## src/rtl/cpu_core_mc.sv

```systemverilog
// Multicycle CPU core: FETCH/EXEC/MEM/HALT sequencer, NZCV flags and a
// req/ready data-memory port that lets slow RAM stall the core.
module cpu_core_mc #(
   parameter int DATA_W  = 8,
   parameter int PC_W    = 8,
   parameter int DADDR_W = 8,
   parameter int NREGS   = 8
) (
   input  logic               clk,
   input  logic               reset,
   input  logic [PC_W-1:0]    start_addr,
   output logic [PC_W-1:0]    imem_addr,
   input  logic [15:0]        imem_data,
   output logic               dmem_req,
   output logic               dmem_we,
   output logic [DADDR_W-1:0] dmem_addr,
   output logic [DATA_W-1:0]  dmem_wdata,
   input  logic [DATA_W-1:0]  dmem_rdata,
   input  logic               dmem_ready,
   output logic [PC_W-1:0]    pc,
   output logic [3:0]         flags,
   output logic               halted,
   output logic               illegal
);

   localparam int         MSB     = DATA_W - 1;
   localparam logic [3:0] NREGS_L = 4'(NREGS);

   localparam logic [3:0] OP_NOP  = 4'h0;
   localparam logic [3:0] OP_ADD  = 4'h1;
   localparam logic [3:0] OP_SUB  = 4'h2;
   localparam logic [3:0] OP_AND  = 4'h3;
   localparam logic [3:0] OP_OR   = 4'h4;
   localparam logic [3:0] OP_XOR  = 4'h5;
   localparam logic [3:0] OP_LDI  = 4'h6;
   localparam logic [3:0] OP_LD   = 4'h7;
   localparam logic [3:0] OP_ST   = 4'h8;
   localparam logic [3:0] OP_CMP  = 4'h9;
   localparam logic [3:0] OP_JMP  = 4'hA;
   localparam logic [3:0] OP_BLT  = 4'hB;
   localparam logic [3:0] OP_BEQ  = 4'hC;
   localparam logic [3:0] OP_HALT = 4'hD;

   typedef enum logic [1:0] {S_FETCH, S_EXEC, S_MEM, S_HALT} state_t;

   state_t            state;
   logic [15:0]       ir;
   // Always 8 entries so 3-bit fields index directly; entries >= NREGS stay 0.
   logic [DATA_W-1:0] regs [8];

   logic [3:0]        op;
   logic [2:0]        rd, rs1, rs2;
   logic              rd_ok;
   logic [DATA_W-1:0] a, b, d;
   logic [DATA_W-1:0] imm_d;
   logic [PC_W-1:0]   imm_pc, pc_inc;
   logic [DATA_W:0]   sum;
   logic [DATA_W-1:0] alu_res;
   logic              alu_c, alu_v;
   logic [3:0]        alu_flags;
   logic              taken;

   assign op     = ir[15:12];
   assign rd     = ir[11:9];
   assign rs1    = ir[8:6];
   assign rs2    = ir[5:3];
   assign rd_ok  = {1'b0, rd} < NREGS_L;
   assign a      = ({1'b0, rs1} < NREGS_L) ? regs[rs1] : '0;
   assign b      = ({1'b0, rs2} < NREGS_L) ? regs[rs2] : '0;
   assign d      = rd_ok ? regs[rd] : '0;
   assign imm_d  = DATA_W'(ir[7:0]);
   assign imm_pc = PC_W'(ir[7:0]);
   assign pc_inc = pc + PC_W'(1);

   assign imem_addr = pc;

   always_comb begin
      sum     = '0;
      alu_res = '0;
      alu_c   = 1'b0;
      alu_v   = 1'b0;
      case (op)
         OP_ADD: begin
            sum     = {1'b0, a} + {1'b0, b};
            alu_res = sum[MSB:0];
            alu_c   = sum[DATA_W];
            alu_v   = (a[MSB] == b[MSB]) && (alu_res[MSB] != a[MSB]);
         end
         OP_SUB, OP_CMP: begin
            // Borrow lands in the extra bit; C is the inverted borrow.
            sum     = {1'b0, a} - {1'b0, b};
            alu_res = sum[MSB:0];
            alu_c   = ~sum[DATA_W];
            alu_v   = (a[MSB] != b[MSB]) && (alu_res[MSB] != a[MSB]);
         end
         OP_AND:  alu_res = a & b;
         OP_OR:   alu_res = a | b;
         OP_XOR:  alu_res = a ^ b;
         default: alu_res = '0;
      endcase
   end

   assign alu_flags = {alu_res[MSB], alu_res == '0, alu_c, alu_v};

   // Branches look at the flags held before this instruction.
   assign taken = (op == OP_JMP) ||
                  ((op == OP_BLT) && (flags[3] ^ flags[0])) ||
                  ((op == OP_BEQ) && flags[2]);

   always_ff @(posedge clk) begin
      if (reset) begin
         state      <= S_FETCH;
         pc         <= start_addr;
         ir         <= '0;
         flags      <= '0;
         dmem_req   <= 1'b0;
         dmem_we    <= 1'b0;
         dmem_addr  <= '0;
         dmem_wdata <= '0;
         halted     <= 1'b0;
         illegal    <= 1'b0;
         for (int i = 0; i < 8; i++) regs[i] <= '0;
      end else begin
         illegal <= 1'b0;
         case (state)
            S_FETCH: begin
               ir    <= imem_data;
               state <= S_EXEC;
            end
            S_EXEC: begin
               pc    <= taken ? imm_pc : pc_inc;
               state <= S_FETCH;
               case (op)
                  OP_ADD, OP_SUB, OP_AND, OP_OR, OP_XOR: begin
                     if (rd_ok) regs[rd] <= alu_res;
                     flags <= alu_flags;
                  end
                  OP_CMP: flags <= alu_flags;
                  OP_LDI: if (rd_ok) regs[rd] <= imm_d;
                  OP_LD, OP_ST: begin
                     // pc holds the instruction address until the access completes.
                     pc         <= pc;
                     dmem_req   <= 1'b1;
                     dmem_we    <= (op == OP_ST);
                     dmem_addr  <= DADDR_W'(ir[7:0]);
                     dmem_wdata <= d;
                     state      <= S_MEM;
                  end
                  OP_HALT: begin
                     halted <= 1'b1;
                     state  <= S_HALT;
                  end
                  4'hE, 4'hF: illegal <= 1'b1;
                  default: ;
               endcase
            end
            S_MEM: begin
               if (dmem_ready) begin
                  if (!dmem_we && rd_ok) regs[rd] <= dmem_rdata;
                  dmem_req <= 1'b0;
                  pc       <= pc_inc;
                  state    <= S_FETCH;
               end
            end
            S_HALT: ;
            default: state <= S_FETCH;
         endcase
      end
   end

endmodule

```

## config.mk

```make
export PLATFORM = sky130hd
export DESIGN_NAME = cpu_core_mc
export DESIGN_NICKNAME = d
export VERILOG_FILES = /design/src/rtl/cpu_core_mc.sv
export SDC_FILE = /design/constraint.sdc
export NUM_CORES = 1
export LEC_CHECK = 0
export CAP_MARGIN = 25
export CORE_AREA = 2 2 147 121
export CTS_CLUSTER_DIAMETER = 80
export CTS_CLUSTER_SIZE = 10
export DETAILED_ROUTE_END_ITERATION = 7
export DIE_AREA = 0 0 149 123
export PLACE_DENSITY_LB_ADDON = 0.08
export SYNTH_ARGS = -nofsm -noshare
export SYNTH_HDL_FRONTEND = slang
export SYNTH_SLANG_ARGS = --single-unit
```

## constraint.sdc

```tcl
create_clock -name clk -period 4.1 [get_ports clk]
set_input_delay 0.41 -clock clk [delete_from_list [all_inputs] [get_ports clk]]
set_output_delay 0.41 -clock clk [all_outputs]
set_load 0.02 [all_outputs]
```

==> impl.org, run 1 <==
** Outcome
- The run finished with clean final reports.

** Synth
- Summing the areas of all fa, ha and maj instances in the mapped netlist gives 5.29% of the synthesized area.
- In this run the cell area of the synthesized design comes to 7610 sq um.
- Number of synthesized register bits :: 120
- Number of instances in the synthesized netlist :: 718
- After Yosys synthesis, and, or, nand and nor cells account for 15.7% of the synthesized area.
- Most used DFF post-synth :: sky130_fd_sc_hd__edfxtp_1
- Fraction of the yosys area taken by sequential cells :: 41.0%
- Multiplexer cells account for 19.7% of the synthesized area.
- By area, the combinational part of the netlist is dominated by multiplexers.
- The synthesized design spends more area on one cell type than any other, namely sky130_fd_sc_hd__edfxtp_1.
- Synthesized area divided by synthesized cell count :: 10.6 sq um
- In this run the biggest area consumer among cell types represents 28.4% of the synthesized area.
- Synth top area cells :: sky130_fd_sc_hd__edfxtp_1 (28%), sky130_fd_sc_hd__dfxtp_1 (13%), sky130_fd_sc_hd__mux4_2 (12%)
- Synthesized-area fraction occupied by xor and xnor cells :: 1.50%
- Synth warnings :: 0
- The number of nets handed over by synthesis was 784.
- Summing the areas of all compound-gate instances in the mapped netlist gives 11.5% of the synthesized area.
- Number of flops mapped to enable cells by yosys :: 72
- Counting flops with an async set or reset pin after synthesis yields a share of 0%.
- Number of distinct standard cells referenced by the synthesized netlist :: 77

** Clocking
- The clock passes through at most 2 buffers.
- Number of buffers created by CTS :: 17
- The number of hold buffers added after CTS was 0.
- Clock latency at the later pin of the worst-skew pair :: 0.43 ns
- Reg clk slew, reported paths :: 0.06 ns
- H-tree depth reported by CTS :: 4
- Clock tree from TritonCTS :: done
- Clock sink count :: 120
- The root buffer cell chosen for the clock tree is sky130_fd_sc_hd__clkbuf_16.

** Floorplanning
- Measured along the y axis, the die boundary spans 123 um.
- Boundary Pins :: 75
- Placeable Area :: 16900 sq um
- Row count :: 43
- Once the floorplan was initialized, standard cells occupied 45.1% of the core.
- From left edge to right edge, the die measures 149 um.
- Total die area :: 18300 sq um

** Route
- Detailed routing inserted a total of 6065 vias.
- DRC violation count after routing :: 0
- Dividing the detail-routed wire length by the instance count gives 22.1 um.
- In this run the remaining antenna-violating nets after routing total 0.
- The routed design has 22900 um of wire.
- Number of DRC markers in iteration 0 :: 756
- Via density :: 5.87
- Pre-antenna DRT Iters :: 6

** Job
- Reported max-cap violation count :: 0

** Critical path
- The critical path in this run is classified as reg2reg.
- Worst Setup Start Kind :: flip-flop
- In this run the register-to-register setup slack is 0.18 ns.
- For this design, the slowest cell found on the critical path is sky130_fd_sc_hd__mux4_2.
- The critical path goes through buf_4 -> mux4_2 -> mux2i_1 -> buf_4 -> ha_1 -> a21o_1 -> a31o_2 -> o211ai_1 -> o32a_1 -> nand3_2 -> o31ai_4 -> buf_4 -> nor2_1.
- Endpoint required time on the critical path :: 4.28 ns
- The most numerous cell type found on the critical path is sky130_fd_sc_hd__buf_4.
- Largest fanout on the critical path :: 8
- Buffers and inverters on the worst path :: 3
- The worst setup path is captured at a flip-flop.
- Max stage delay on crit path :: 0.53 ns
- Crit path max-delay family :: compound AO/OA/AOI/OAI gates
- Data on the critical path arrives at its endpoint at 4.10 ns.

** Finish
- Post-layout nets :: 862
- Leaving out fill and tap cells, the most frequent cell in the layout is sky130_fd_sc_hd__nor2_1.
- Synth-to-Final Area Change :: 22.0%
- 0 antenna diodes ended up in the layout.
- Filler Cell Count :: 1499
- Fraction of layout instances using a drive strength above 1 :: 17.1%
- In the final layout, flip-flops and latches occupy 3120 sq um.
- Final design instance area without fill :: 9290 sq um
- Area used by multi-input combinational logic :: 4120 sq um
- In the layout the commonest cells are sky130_fd_sc_hd__nor2_1 (118), sky130_fd_sc_hd__clkdlybuf4s50_1 (73), sky130_fd_sc_hd__edfxtp_1 (72).

** GRT
- Met2 global-route usage :: 38.6%
- The first global-routing pass estimated 35000 um of wire.
- The number of global-route vias before repair came to 5894.
- met1 is the most crowded layer.
- In the global route stage, met1 resource usage came out at 38.7%.
- Met3 layer usage reported by global route :: 6.13%
- Global routing used 26.2% of the available tracks across all layers.
- Entering global routing, the biggest net connects 68 pins.
- The initial antenna violation count came to 0.
- Remaining Overflow, GRT :: 0

** Place
- The congestion estimate from routability-driven global placement came to 0.905.
- Placed inst area :: 8620 sq um
- Number of I/O port buffers :: 74
- Detailed placement finished with a half-perimeter wire length of 16800 um.

** STA
- Number of hold violations in the final report :: 0
- The final-report max-slew violation count is 0.
- Setup repair after global routing left no endpoint under its margin.
- Based on the critical path, the design can be clocked at up to 255 MHz.
- Adding up every negative setup slack in the final design gives 0 ns.
- For the pin with the worst max-slew slack, the measured transition is 1.01 ns.
- For the final database, setup skew stands at 0.0135 ns.
- Slew headroom :: 32.2%
- Setup violations remaining at the end of the flow were counted as 0.
- Counting I/O delays and the setup requirement, the final critical path takes 3.92 ns.
- After layout, the worst path uses 95.7% of the clock period.

** Power
- In this run switching power makes up 30.7% of total power.
- Switching power total :: 1220 uW
- Relative contribution of combinational cells to total power :: 24.6%
- Maximum vdd ir drop :: 0.000267 V
- The clock network is responsible for 39.2% of the overall power.
- For this design the ratio of total power to cell area is 426 nW/um^2.
- Cell-internal power :: 2740 uW
- Sequential share of power :: 36.1%
- The analysis attributes to cell leakage a power of 0.00352 uW.

** Hold path
- Type of the tightest min-delay check :: in2reg
- The worst hold path begins at reset.
per-stage QoR:
stage	total power [uW]	hold WS (ns)	util (%)	setup WS, ns	instances
final	3960	0.454	55.0	0.178	1034
after global placement	2400	0.450	51.0	0.214	999
after CTS	3950	0.441	54.6	0.117	1031
after floorplan	2070	0.451	-	0.189	718
after global routing	4120	0.478	55.0	0.00624	1034
after detailed placement	2400	0.453	51.0	0.120	999
final cells by class:
class	count	share of cell area, %
clock buffers	18	4.62
clock inverters	14	1.83
inverters	26	1.05
multi-input cells	515	44.3
flip-flops and latches	120	33.6
well taps	225	3.03
repair buffers	116	11.5
routing by layer:
layer  part of all wire (%)  vias up
li1                       -     2781
met3                    9.1       32
met5                      0        -
met4                    1.8        0
met1                     45     2968
met2                     44      284
logic make-up after synthesis:
family / after synthesis
xor+xnor: 13
flops: 120
buf+inv: 83
fa+ha+maj: 31
simple gates: 255
mux: 97
compound gates: 119
state kept, by name (all words and copies together), names as in the netlist, named ones only:
register    cells
regs           64
dmem_addr       8
ir             16
flags           4
halted          1
illegal         1
dmem_req        1
dmem_we         1
state           2
dmem_wdata      8
imem_addr       8
worst paths after layout:
check	end	cells past startpoint
hold reg to reg	dmem_addr[1]	2
setup / recovery	regs[7][7]	13
setup reg to reg	regs[7][7]	13
hold / removal	illegal	3
worst register-to-register path: cells and delay by family, from the launching register on:
family	cells	cell delay, ns
and+or+nand+nor	2	0.22
muxes	2	0.86
adders and majority gates	1	0.32
AOI/OAI and AO/OA	5	1.21
buffers and inverters	3	0.65
DFF	1	0.44
what timing repair did:
item / 4_1_cts / 5_1_grt
buffers inserted: 0 / 2
setup endpoints to repair: 0 / 19
gates resized for setup: 0 / 2
synth_stat cells, types with 3 or more instances:
| library cell | instances |
|---|---|
| sky130_fd_sc_hd__inv_1 | 26 |
| sky130_fd_sc_hd__o221ai_1 | 3 |
| sky130_fd_sc_hd__nor3_1 | 11 |
| sky130_fd_sc_hd__o22ai_1 | 7 |
| sky130_fd_sc_hd__a32oi_1 | 4 |
| sky130_fd_sc_hd__buf_4 | 9 |
| sky130_fd_sc_hd__nor2b_1 | 8 |
| sky130_fd_sc_hd__edfxtp_1 | 72 |
| sky130_fd_sc_hd__a21oi_1 | 22 |
| sky130_fd_sc_hd__a21o_1 | 5 |
| sky130_fd_sc_hd__a211oi_1 | 10 |
| sky130_fd_sc_hd__clkbuf_1 | 24 |
| sky130_fd_sc_hd__dfxtp_1 | 48 |
| sky130_fd_sc_hd__buf_6 | 4 |
| sky130_fd_sc_hd__buf_1 | 3 |
| sky130_fd_sc_hd__buf_2 | 17 |
| sky130_fd_sc_hd__o21ai_1 | 4 |
| sky130_fd_sc_hd__o21ai_0 | 26 |
| sky130_fd_sc_hd__mux2i_1 | 54 |
| sky130_fd_sc_hd__mux4_2 | 42 |
| sky130_fd_sc_hd__nor2_1 | 118 |
| sky130_fd_sc_hd__ha_1 | 29 |
| sky130_fd_sc_hd__nand3_1 | 12 |
| sky130_fd_sc_hd__xor2_1 | 4 |
| sky130_fd_sc_hd__nand2_1 | 55 |
| sky130_fd_sc_hd__o211ai_1 | 3 |
| sky130_fd_sc_hd__and3_1 | 5 |
| sky130_fd_sc_hd__o21bai_1 | 5 |
| sky130_fd_sc_hd__nand3b_1 | 5 |
| sky130_fd_sc_hd__nand2b_1 | 16 |
| sky130_fd_sc_hd__xnor2_1 | 9 |
power by group through the flow:
stage	Clock, uW	Combinational [uW]	Sequential, uW
after global routing	1630	1050	1440
after global placement	0	944	1450
after detailed placement	0	942	1450
after CTS	1570	946	1430
after floorplan	0	649	1420
final	1550	975	1430
Power figures use the tool's default switching activity.
==> run 2: changes to the inputs <==
--- a/config.mk
+++ b/config.mk
@@ -6,11 +6,11 @@
 export NUM_CORES = 1
 export LEC_CHECK = 0
 export CAP_MARGIN = 25
-export CORE_AREA = 2 2 147 121
+export CORE_AREA = 2 2 158 129
 export CTS_CLUSTER_DIAMETER = 80
 export CTS_CLUSTER_SIZE = 10
 export DETAILED_ROUTE_END_ITERATION = 7
-export DIE_AREA = 0 0 149 123
+export DIE_AREA = 0 0 160 131
 export PLACE_DENSITY_LB_ADDON = 0.08
 export SYNTH_ARGS = -nofsm -noshare
 export SYNTH_HDL_FRONTEND = slang
==> run 2 against run 1 <==
Largest cell class unchanged. Design area fell by 1.1%. Highest routed layer unchanged. First-iteration DRC count shrank 37%. Die area up 14%. Total power fell by 1.6%. Fmax is 1.3% higher. Register-to-register slack better by 0.05 ns.
==> impl.org, run 2 (synthesis results as in run 1) <==
** Outcome
- Result of the run :: finished, final reports clean

** Place
- The final weighted congestion of routability-driven global placement came to 1.02 (+12%).
- HPWL after DPL :: 17500 um (+4.0%)
- Number of I/O port buffers :: 74 (unchanged)
- The pre-CTS worst setup slack is 0.145 ns (+0.0249 ns).
- Number of instances in the placed design :: 1026 (+2.7%)

** Finish
- The largest registers in the layout are regs x64, ir x16.
- Antenna cells :: 0 (unchanged)
- The flip-flop count of the largest register after layout was 64 (unchanged).
- Reg area :: 3120 sq um (unchanged)
- Final Core Density :: 47.2% (-7.8 points)
- Fraction of layout instances using a drive strength above 1 :: 15.6% (-1.4 points)
- From synthesis to final layout, the design area changed by 20.6%.
- Most frequent standard cell in the layout excluding fill and tap cells :: sky130_fd_sc_hd__nor2_1
- Register with the most flip-flops :: regs
- Layout Cells excl Fill :: 1058 (+2.3%)
- The fill cell total of the finished layout is 1899 (+27%).
- The area of the multi-input gates came to 4120 sq um (unchanged).
- Post-layout nets :: 847 (-1.7%)
- Commonest cells after routing, fill and taps aside :: sky130_fd_sc_hd__nor2_1 (118), sky130_fd_sc_hd__clkdlybuf4s50_1 (73), sky130_fd_sc_hd__edfxtp_1 (72)

** GRT
- The pin count of the biggest net entering global routing was 53 (-22%).
- Antenna violations before repair :: 0 (unchanged)
- Via count of the first global-routing pass :: 5932 (+0.64%)
- The global-route total usage across every layer came to 23.0% (-3.2 points).
- The wire length of the first global-routing pass is 35400 um (+1.2%).
- The global route total overflow came to 0 (unchanged).

** Clocking
- Clock root buffer :: sky130_fd_sc_hd__clkbuf_16
- The sink count of the clock tree came to 120 (unchanged).
- The maximum count of clock buffers along a single path is 2 (unchanged).
- The clock insertion delay at the later pin of the skew report was 0.43 ns (about the same).
- Number of buffers created by CTS :: 17 (unchanged)
- Reg clk slew, reported paths :: 0.06 ns (about the same)
- Post-CTS repair timing setup buffer count :: 0 (unchanged)
- TritonCTS built the clock tree.
- The H-tree depth was 4 (unchanged).

** Critical path
- The critical path required time came to 4.27 ns (about the same).
- Arrival time of the worst setup path :: 4.04 ns (-0.06 ns)
- Max stage delay on crit path :: 0.54 ns (about the same)
- The endpoint identified for the worst register-to-register timing path is regs[4][7].
- Type of the setup path with the least slack :: reg2reg
- Chain of cells forming the critical path :: buf_4 -> mux4_2 -> mux2i_1 -> ha_1 -> a21o_1 -> a31o_2 -> o211ai_1 -> o32a_1 -> nand3_2 -> o31ai_4 -> nor2_1
- Worst Setup EP :: regs[4][7]
- STA classifies the critical path endpoint as a flip-flop.
- Largest fanout on the critical path :: 8 (unchanged)
- Cell with the largest stage delay on the worst path :: sky130_fd_sc_hd__mux4_2
- Setup slack of the worst register-to-register path :: 0.23 ns (+0.05 ns)
- The worst setup path is launched from a flip-flop.
- The cell depth of the worst flop-to-flop path was 11 (-2).

** Route
- The number of DRC markers after the initial detailed-route iteration was 477 (-37%).
- The count of TritonRoute iterations in the first routing pass is 5 (-1).
- Wire length after detailed routing :: 23400 um (+2.0%)
- Number of routed nets with antenna violations :: 0 (unchanged)
- The routed via count came to 5961 (-1.7%).
- DRC violation count after routing :: 0 (unchanged)
- Drt wl/cell :: 22.1 um (-0.27%)
- Via density :: 5.63 (-3.9%)

** Floorplanning
- Die Span Y :: 131 um (+6.5%)
- Total die area :: 21000 sq um (+14%)
- Chip width :: 160 um (+7.4%)
- Row count :: 46 (+7.0%)
- Initial core utilization :: 39.1% (-5.9 points)
- Boundary Pins :: 75 (unchanged)
- The placeable core region was 19500 sq um (+15%).

** STA
- The final worst clock skew is 0.00998 ns (-0.00350 ns).
- The worst slew margin relative to its limit came to 32.0% (-0.24 points).
- The number of setup violations in the final report came to 0 (unchanged).
- Unrepaired setup endpoints after global routing :: false
- The time the worst path needs with I/O delays and setup came to 3.87 ns (-0.0489 ns).
- Number of hold violations in the final report :: 0 (unchanged)
- The final-report max-slew violation count is 0 (unchanged).
- Min setup slack post-route :: 0.226 ns (+0.0489 ns)
- Post-route setup TNS :: 0 ns (unchanged)
- Max Clk Rate :: 258 MHz (+1.3%)
- Period Utilization, post-route :: 94.5% (-1.2 points)
- The measured slew at the worst slew-check pin came to 1.02 ns (+0.00918 ns).

** Hold path
- The min-delay analysis places its worst path in the category in2reg.
- The worst hold path begins at reset.

** Power
- LEAKAGE :: 0.00344 uW (-2.2%)
- Maximum vdd ir drop :: 0.000243 V (-8.9%)
- The power density of the placed cells is 424 nW/um^2 (-0.46%).

** Job
- The number of violations of the max-capacitance limit was 0 (unchanged).
run 2: cell count changes in the layout (fill, tap and decap cells not counted), sizes merged:
cell	before	now
clkinvlp	2	1
bufinv	3	2
clkinv	5	8
buf	43	28
inv	30	29
run 2: worst min path at each step:
stage	to	depth (start not counted)
after floorplan	dmem_addr[5]	2
after global placement	dmem_addr[1]	2
after detailed placement	dmem_addr[2]	2
after CTS	halted	2
after global routing	halted	2
final	halted	2
run 2: area by class of cell:
class                           count  share of cell area (%)
Multi-Input combinational cell    515                    44.8
Sequential cell                   120                    34.0
Timing Repair Buffer              101                    10.2
Clock buffer                       18                    4.67
Tap cell                          264                    3.60
Clock inverter                     14                    1.61
Inverter                           26                    1.06
run 2: report_power, final:
| group | leakage, uW | internal (uW) | switching (uW) |
|---|---|---|---|
| Sequential | 0.00114 | 1340 | 87.8 |
| Combinational | 0.00202 | 418 | 536 |
| Clock | 0.000282 | 897 | 615 |
run 2: per-stage QoR:
stage / hold WS, ns / total power, uW / area [sq um]
6_report: 0.362 / 3900 / 9180
5_1_grt: 0.373 / 4050 / 9180
4_1_cts: 0.359 / 3890 / 9160
3_5_place_dp: 0.454 / 2390 / 8580
3_3_place_gp: 0.450 / 2380 / 8580
2_1_floorplan: 0.451 / 2070 / 7610
run 2: timing repair:
item / CTS / global route
setup endpoints to repair: 0 / 8
hold buffers: 0 / 0
resized for setup: 0 / 2
run 2: worst max-delay path: cells and delay by family (launching register included):
kind                     cells  cell delay (ns)
adder cells (fa/ha/maj)      1             0.38
flip-flops                   1             0.51
AO/OA/AOI/OAI                5             1.41
buffers and inverters        1             0.25
multiplexers                 2             0.81
AND/OR/NAND/NOR              2             0.24
run 2: routing by layer:
metal / global-route usage [%] / routed length [um] / vias up
li1: - / - / 2764
met1: 32.6 / 11200 / 2993
met2: 35.6 / 10600 / 185
met3: 5.21 / 1300 / 19
met4: 6.41 / 272 / 0
met5: 0 / 0 / -
